## src/rtl/wb_master_arbiter.sv

```systemverilog
// Two-master Wishbone arbiter: data port (M0) and fetch port (M1) share one slave.
// Grant is registered, the bus mux is combinational; a stalled strobe can be aborted.
module wb_master_arbiter #(
    parameter int unsigned TIMEOUT = 255,
    parameter bit          RR      = 1'b1
) (
    input  logic        CLK_I,
    input  logic        RST_I,

    input  logic        M0_CYC_I,
    input  logic        M0_STB_I,
    input  logic        M0_WE_I,
    input  logic [3:0]  M0_SEL_I,
    input  logic [31:0] M0_ADR_I,
    input  logic [31:0] M0_DAT_I,
    output logic [31:0] M0_DAT_O,
    output logic        M0_ACK_O,
    output logic        M0_ERR_O,

    input  logic        M1_CYC_I,
    input  logic        M1_STB_I,
    input  logic        M1_WE_I,
    input  logic [3:0]  M1_SEL_I,
    input  logic [31:0] M1_ADR_I,
    input  logic [31:0] M1_DAT_I,
    output logic [31:0] M1_DAT_O,
    output logic        M1_ACK_O,
    output logic        M1_ERR_O,

    output logic        S_CYC_O,
    output logic        S_STB_O,
    output logic        S_WE_O,
    output logic [3:0]  S_SEL_O,
    output logic [31:0] S_ADR_O,
    output logic [31:0] S_DAT_O,
    input  logic [31:0] S_DAT_I,
    input  logic        S_ACK_I,

    output logic [1:0]  GNT_O
);

    localparam int CW = (TIMEOUT > 0) ? $clog2(TIMEOUT + 1) : 1;
    localparam logic [CW-1:0] LIMIT = (TIMEOUT > 0) ? CW'(TIMEOUT - 1) : '0;

    typedef enum logic [1:0] {
        IDLE,
        OWN0,
        OWN1,
        ABORT
    } state_t;

    state_t        state;
    state_t        state_nxt;
    logic          last;
    logic          last_nxt;
    logic          ab_owner;
    logic          ab_owner_nxt;
    logic          err_pend;
    logic          err_pend_nxt;
    logic [CW-1:0] cnt;
    logic [CW-1:0] cnt_nxt;

    logic own_cyc;
    logic own_stb;
    logic ab_cyc;
    logic tmo_hit;

    assign own_cyc = (state == OWN1) ? M1_CYC_I : M0_CYC_I;
    assign own_stb = (state == OWN1) ? M1_STB_I : M0_STB_I;
    assign ab_cyc  = ab_owner ? M1_CYC_I : M0_CYC_I;
    assign tmo_hit = (TIMEOUT != 0) && (cnt == LIMIT);

    always_ff @(posedge CLK_I) begin
        if (RST_I) begin
            state    <= IDLE;
            last     <= 1'b1;
            ab_owner <= 1'b0;
            err_pend <= 1'b0;
            cnt      <= '0;
        end else begin
            state    <= state_nxt;
            last     <= last_nxt;
            ab_owner <= ab_owner_nxt;
            err_pend <= err_pend_nxt;
            cnt      <= cnt_nxt;
        end
    end

    always_comb begin
        state_nxt    = state;
        last_nxt     = last;
        ab_owner_nxt = ab_owner;
        err_pend_nxt = 1'b0;
        cnt_nxt      = '0;
        unique case (state)
            IDLE: begin
                // On a tie, RR hands the bus to whoever did not have it last
                if (M0_CYC_I && M1_CYC_I) begin
                    if (RR && !last) begin
                        state_nxt = OWN1;
                        last_nxt  = 1'b1;
                    end else begin
                        state_nxt = OWN0;
                        last_nxt  = 1'b0;
                    end
                end else if (M0_CYC_I) begin
                    state_nxt = OWN0;
                    last_nxt  = 1'b0;
                end else if (M1_CYC_I) begin
                    state_nxt = OWN1;
                    last_nxt  = 1'b1;
                end
            end
            OWN0, OWN1: begin
                if (!own_cyc) begin
                    state_nxt = IDLE;
                end else if (S_ACK_I || !own_stb) begin
                    cnt_nxt = '0;
                end else if (tmo_hit) begin
                    state_nxt    = ABORT;
                    ab_owner_nxt = (state == OWN1);
                    err_pend_nxt = 1'b1;
                end else if (cnt != {CW{1'b1}}) begin
                    cnt_nxt = cnt + CW'(1);
                end else begin
                    cnt_nxt = cnt;
                end
            end
            ABORT: begin
                if (!ab_cyc) begin
                    state_nxt = IDLE;
                end
            end
        endcase
    end

    assign M0_DAT_O = S_DAT_I;
    assign M1_DAT_O = S_DAT_I;

    always_comb begin
        S_CYC_O  = 1'b0;
        S_STB_O  = 1'b0;
        S_WE_O   = 1'b0;
        S_SEL_O  = '0;
        S_ADR_O  = '0;
        S_DAT_O  = '0;
        M0_ACK_O = 1'b0;
        M1_ACK_O = 1'b0;
        M0_ERR_O = 1'b0;
        M1_ERR_O = 1'b0;
        GNT_O    = 2'b00;
        unique case (state)
            IDLE: begin
            end
            OWN0: begin
                S_CYC_O  = M0_CYC_I;
                S_STB_O  = M0_STB_I;
                S_WE_O   = M0_WE_I;
                S_SEL_O  = M0_SEL_I;
                S_ADR_O  = M0_ADR_I;
                S_DAT_O  = M0_DAT_I;
                M0_ACK_O = S_ACK_I;
                GNT_O    = 2'b01;
            end
            OWN1: begin
                S_CYC_O  = M1_CYC_I;
                S_STB_O  = M1_STB_I;
                S_WE_O   = M1_WE_I;
                S_SEL_O  = M1_SEL_I;
                S_ADR_O  = M1_ADR_I;
                S_DAT_O  = M1_DAT_I;
                M1_ACK_O = S_ACK_I;
                GNT_O    = 2'b10;
            end
            ABORT: begin
                // Bus is released to the slave; the owner keeps the grant until it drops CYC
                M0_ERR_O = err_pend && !ab_owner;
                M1_ERR_O = err_pend && ab_owner;
                GNT_O    = ab_owner ? 2'b10 : 2'b01;
            end
        endcase
    end

endmodule

```

## config.mk

```make
export PLATFORM = sky130hd
export DESIGN_NAME = wb_master_arbiter
export DESIGN_NICKNAME = d
export VERILOG_FILES = /design/src/rtl/wb_master_arbiter.sv
export SDC_FILE = /design/constraint.sdc
export NUM_CORES = 1
export LEC_CHECK = 0
export ABC_AREA = 1
export CAP_MARGIN = 40
export CORE_AREA = 2 2 124 126
export DETAILED_ROUTE_END_ITERATION = 8
export DIE_AREA = 0 0 126 128
export PLACE_DENSITY = 0.67
export SETUP_SLACK_MARGIN = 0.3
export SYNTH_ARGS = -nofsm -noshare
export SYNTH_HDL_FRONTEND = slang
export SYNTH_SLANG_ARGS = --single-unit
export TNS_END_PERCENT = 10
```

## constraint.sdc

```tcl
create_clock -name CLK_I -period 4.8 [get_ports CLK_I]
set_clock_uncertainty 0.05 [all_clocks]
set_input_delay 0.96 -clock CLK_I [delete_from_list [all_inputs] [get_ports CLK_I]]
set_output_delay 0.96 -clock CLK_I [all_outputs]
set_load 0.05 [all_outputs]
```

==> results by group <==
Flow run
  • Max-cap violations: 0

Pwr
  • Sequential power share: 6.2%
  • Combinational Power Share: 86.6%
  • Clock share of power: 7.3%
  • Sw Ratio: 61.51%
  • LEAKAGE: 1.581 nW
  • Internal cell power: 0.0008312 W
  • Power Dens Cells: 487.1 mW/mm²
  • VDD IR max: 253.7 µV
  • Net switching power: 0.001328 W

Outcome
  • Status: completed

Cells and area
  • Final instance area: 0.004433 mm²
  • Multi-input logic area: 0.001451 mm²
  • Share of layout cells above drive strength 1: 4.600%
  • Fill cell count: 1652
  • Utilization after layout: 29.82%
  • Area Growth Syn to Fin: 84.44%
  • FF/Latch Area: 260.3 µm²
  • Nets@finish: 773
  • Ant. Diodes: 0

Setup path
  • Critical path arrival: 2.80 ns
  • Top delay family on crit path: buffers and inverters
  • Worst Setup End Kind: output pin
  • CP Cell Sequence: inv_1 > ha_1 > inv_2 > buf_12 > a21oi_1 > clkdlybuf4s50_1
  • Critical Path RT: 3.79 ns
  • Worst r2r path cells: 10
  • WP depth: 6
  • Critical path peak fanout: 40
  • Worst Path Buf+Inv: 4
  • Slowest CP cell: clkdlybuf4s50_1
  • CP Class: reg -> out
  • CP max stage delay: 0.87 ns
  • CP Launch Type: flip-flop

Die
  • Die width: 126 µm
  • CORE AREA: 0.01486 mm²
  • Core Rows: 45
  • Starting Density: 16.17%
  • Die area: 0.01613 mm²
  • I/O pins: 318
  • Die height: 128 µm

Synth
  • Compound-Gate Fraction of Synth Area: 18.22%
  • Yosys reg bits: 13
  • Synthesized net count: 629
  • Seq/Total Area, Yosys: 10.83%
  • Post-synth top area share: 27.64%
  • Adder-Cell Fraction of Synth Area: 4.164%
  • Largest family of logic cells by synthesized area: simple AND/OR/NAND/NOR gates
  • Cell area after synthesis: 0.002404 mm²
  • Fraction of synthesized area in multiplexers: 0%
  • Post-Synth Simple-Gate Area: 37.06%
  • Yosys cell types: 22
  • Ys Warns: 0
  • Synth area leaders: nand2_1 (28%), buf_4 (20%), a21oi_1 (17%), dfxtp_1 (11%), inv_1 (4.5%)
  • Cell accounting for the most synthesized area: nand2_1
  • Post-synthesis xor/xnor area fraction: 0.7288%
  • Syn_area_per_cell: 5.413 µm²
  • Synth Instances: 444

Clock network
  • Hold-fix buffers at CTS: 0
  • Post_cts resized: 0
  • H-tree lvl count: 1
  • CTS Buffer Depth: 2
  • Post-CTS Setup Inserts: 0
  • Worst-skew pair later-pin latency: 0.24 ns
  • CTS sink cnt: 13
  • Root Buffer: clkbuf_16
  • CTS tree: yes
  • Worst-path clk slew: 0.04 ns
  • Inserted Clock Buffers: 3

STA
  • Final Critical Period: 3.810 ns
  • Setup violators final: 0
  • Relative slew slack: 57.96%
  • Final count of pins violating max slew: 0
  • Worst Slack Setup Final: 0.9899 ns
  • Max Freq: 262.5 MHz
  • Worst Hold Slack: 0.4389 ns
  • Final hold vios: 0
  • Setup_tns: 0 ns
  • RSZ-0062 raised after global routing: false
  • Least-Margin Pin Slew: 0.6297 ns
  • Fin crit share: 79.38%

Routing
  • # DRC: 0
  • Per-cell routed wire length: 13.89 µm
  • TritonRoute pass-1 iters: 4
  • Vias per cell: 4.068
  • WL final: 10760 µm
  • Via count: 3153
  • DR iter-0 viols: 102
  • Post-route ant nets: 0

Place
  • Place WS: 1.206 ns
  • PortBufs: 221
  • Post-DP Area: 0.004354 mm²
  • DP Wirelength: 8716 µm
  • Gpl congestion: 0.7801

GRT
  • Largest net degree at the start of global routing: 42
  • All-Layer GR Usage: 11.72%
  • Total gr overflow: 0
  • Vias in the first global route: 2742
  • Initial antenna violation count: 0
  • First-pass GRT wire length: 15190 µm

Hold path
  • HP Class: reg -> reg
  • Hold Path Depth: 2
layout make-up:
cell class,count,share of cell area [%]
clock buffers,4,1.778
repair buffers,226,51.59
flip-flops and latches,13,5.871
well taps,188,5.306
inverters,32,2.710
multi-input cells,312,32.74
logic make-up (layout without fill, tap and decap cells):
logic type | Yosys count | count (layout)
xor+xnor | 2 | 2
compound gates | 87 | 87
buf+inv | 119 | 262
fa+ha+maj | 8 | 8
flops | 13 | 13
simple gates | 215 | 215
power groups by stage:
stage | Combinational (W) | Clock (W) | Sequential (W)
2_1_floorplan | 0.00135 | 0 | 0.000131
3_3_place_gp | 0.00190 | 0 | 0.000134
3_5_place_dp | 0.00189 | 0 | 0.000135
4_1_cts | 0.00190 | 0.000159 | 0.000133
5_1_grt | 0.00200 | 0.000165 | 0.000134
6_report | 0.00187 | 0.000157 | 0.000133
registers in the layout (all words and copies together) (netlist names):
| register | count |
|---|---|
| err_pend | 1 |
| ab_owner | 1 |
| last | 1 |
| cnt | 8 |
| state | 2 |
synthesized netlist by cell type:
library cell	instances
or2_2	2
nand2_1	177
buf_4	65
buf_2	5
nand3_4	1
nand3_1	13
dfxtp_1	13
ha_1	8
inv_1	29
a31oi_1	2
nor2_4	3
o21ai_1	2
inv_2	3
xor2_1	2
nor2_2	1
a21oi_1	81
nand4_1	1
nor3_2	1
nor2_1	10
nand2_2	6
o21ai_0	2
clkbuf_1	17
worst register-to-register path: stages, from the launching register on:
cell and delay (ns):
dfxtp_1 0.41, inv_1 0.14, ha_1 0.37, inv_2 0.48, buf_12 0.28, a21oi_1 0.11
nand2_1 0.07, nand3_1 0.09, nand2_1 0.07, inv_1 0.04, nor2_1 0.08
worst paths after layout:
kind / start / end / slack, ns
worst max-delay path: state[0]$_SDFFE_PP0P_ / S_DAT_O[12] / 0.99
worst min-delay path: last$_SDFFE_PP1P_ / last$_SDFFE_PP1P_ / 0.44
worst max register to register: state[0]$_SDFFE_PP0P_ / state[1]$_SDFFE_PP0P_ / 2.55
worst min register to register: last$_SDFFE_PP1P_ / last$_SDFFE_PP1P_ / 0.44
per-layer routing:
metal  global-route usage [%]  vias to the layer above  part of all wire (%)
li1                         -                     1609                     -
met2                    18.75                      196                    46
met5                        0                        -                     0
met3                    4.549                       17                    11
met4                    1.551                        0                   1.3
met1                    15.37                     1331                    42
cells in the final DEF, fill, tap and decap left out, drive strengths merged, types with 5 or more instances in the layout:
| cell | instances |
|---|---|
| nand3 | 14 |
| ha | 8 |
| inv | 32 |
| buf | 5 |
| dfxtp | 13 |
| nand2 | 183 |
| nor2 | 14 |
| a21oi | 81 |
| clkdlybuf4s50 | 221 |
per-stage QoR:
step	total power (W)	std cells
finish	0.002160	775
global route	0.002301	775
CTS	0.002190	775
detailed placement	0.002024	771
global placement	0.002030	771
floorplan	0.001477	444
No activity file was read; power rests on OpenSTA's default activity.
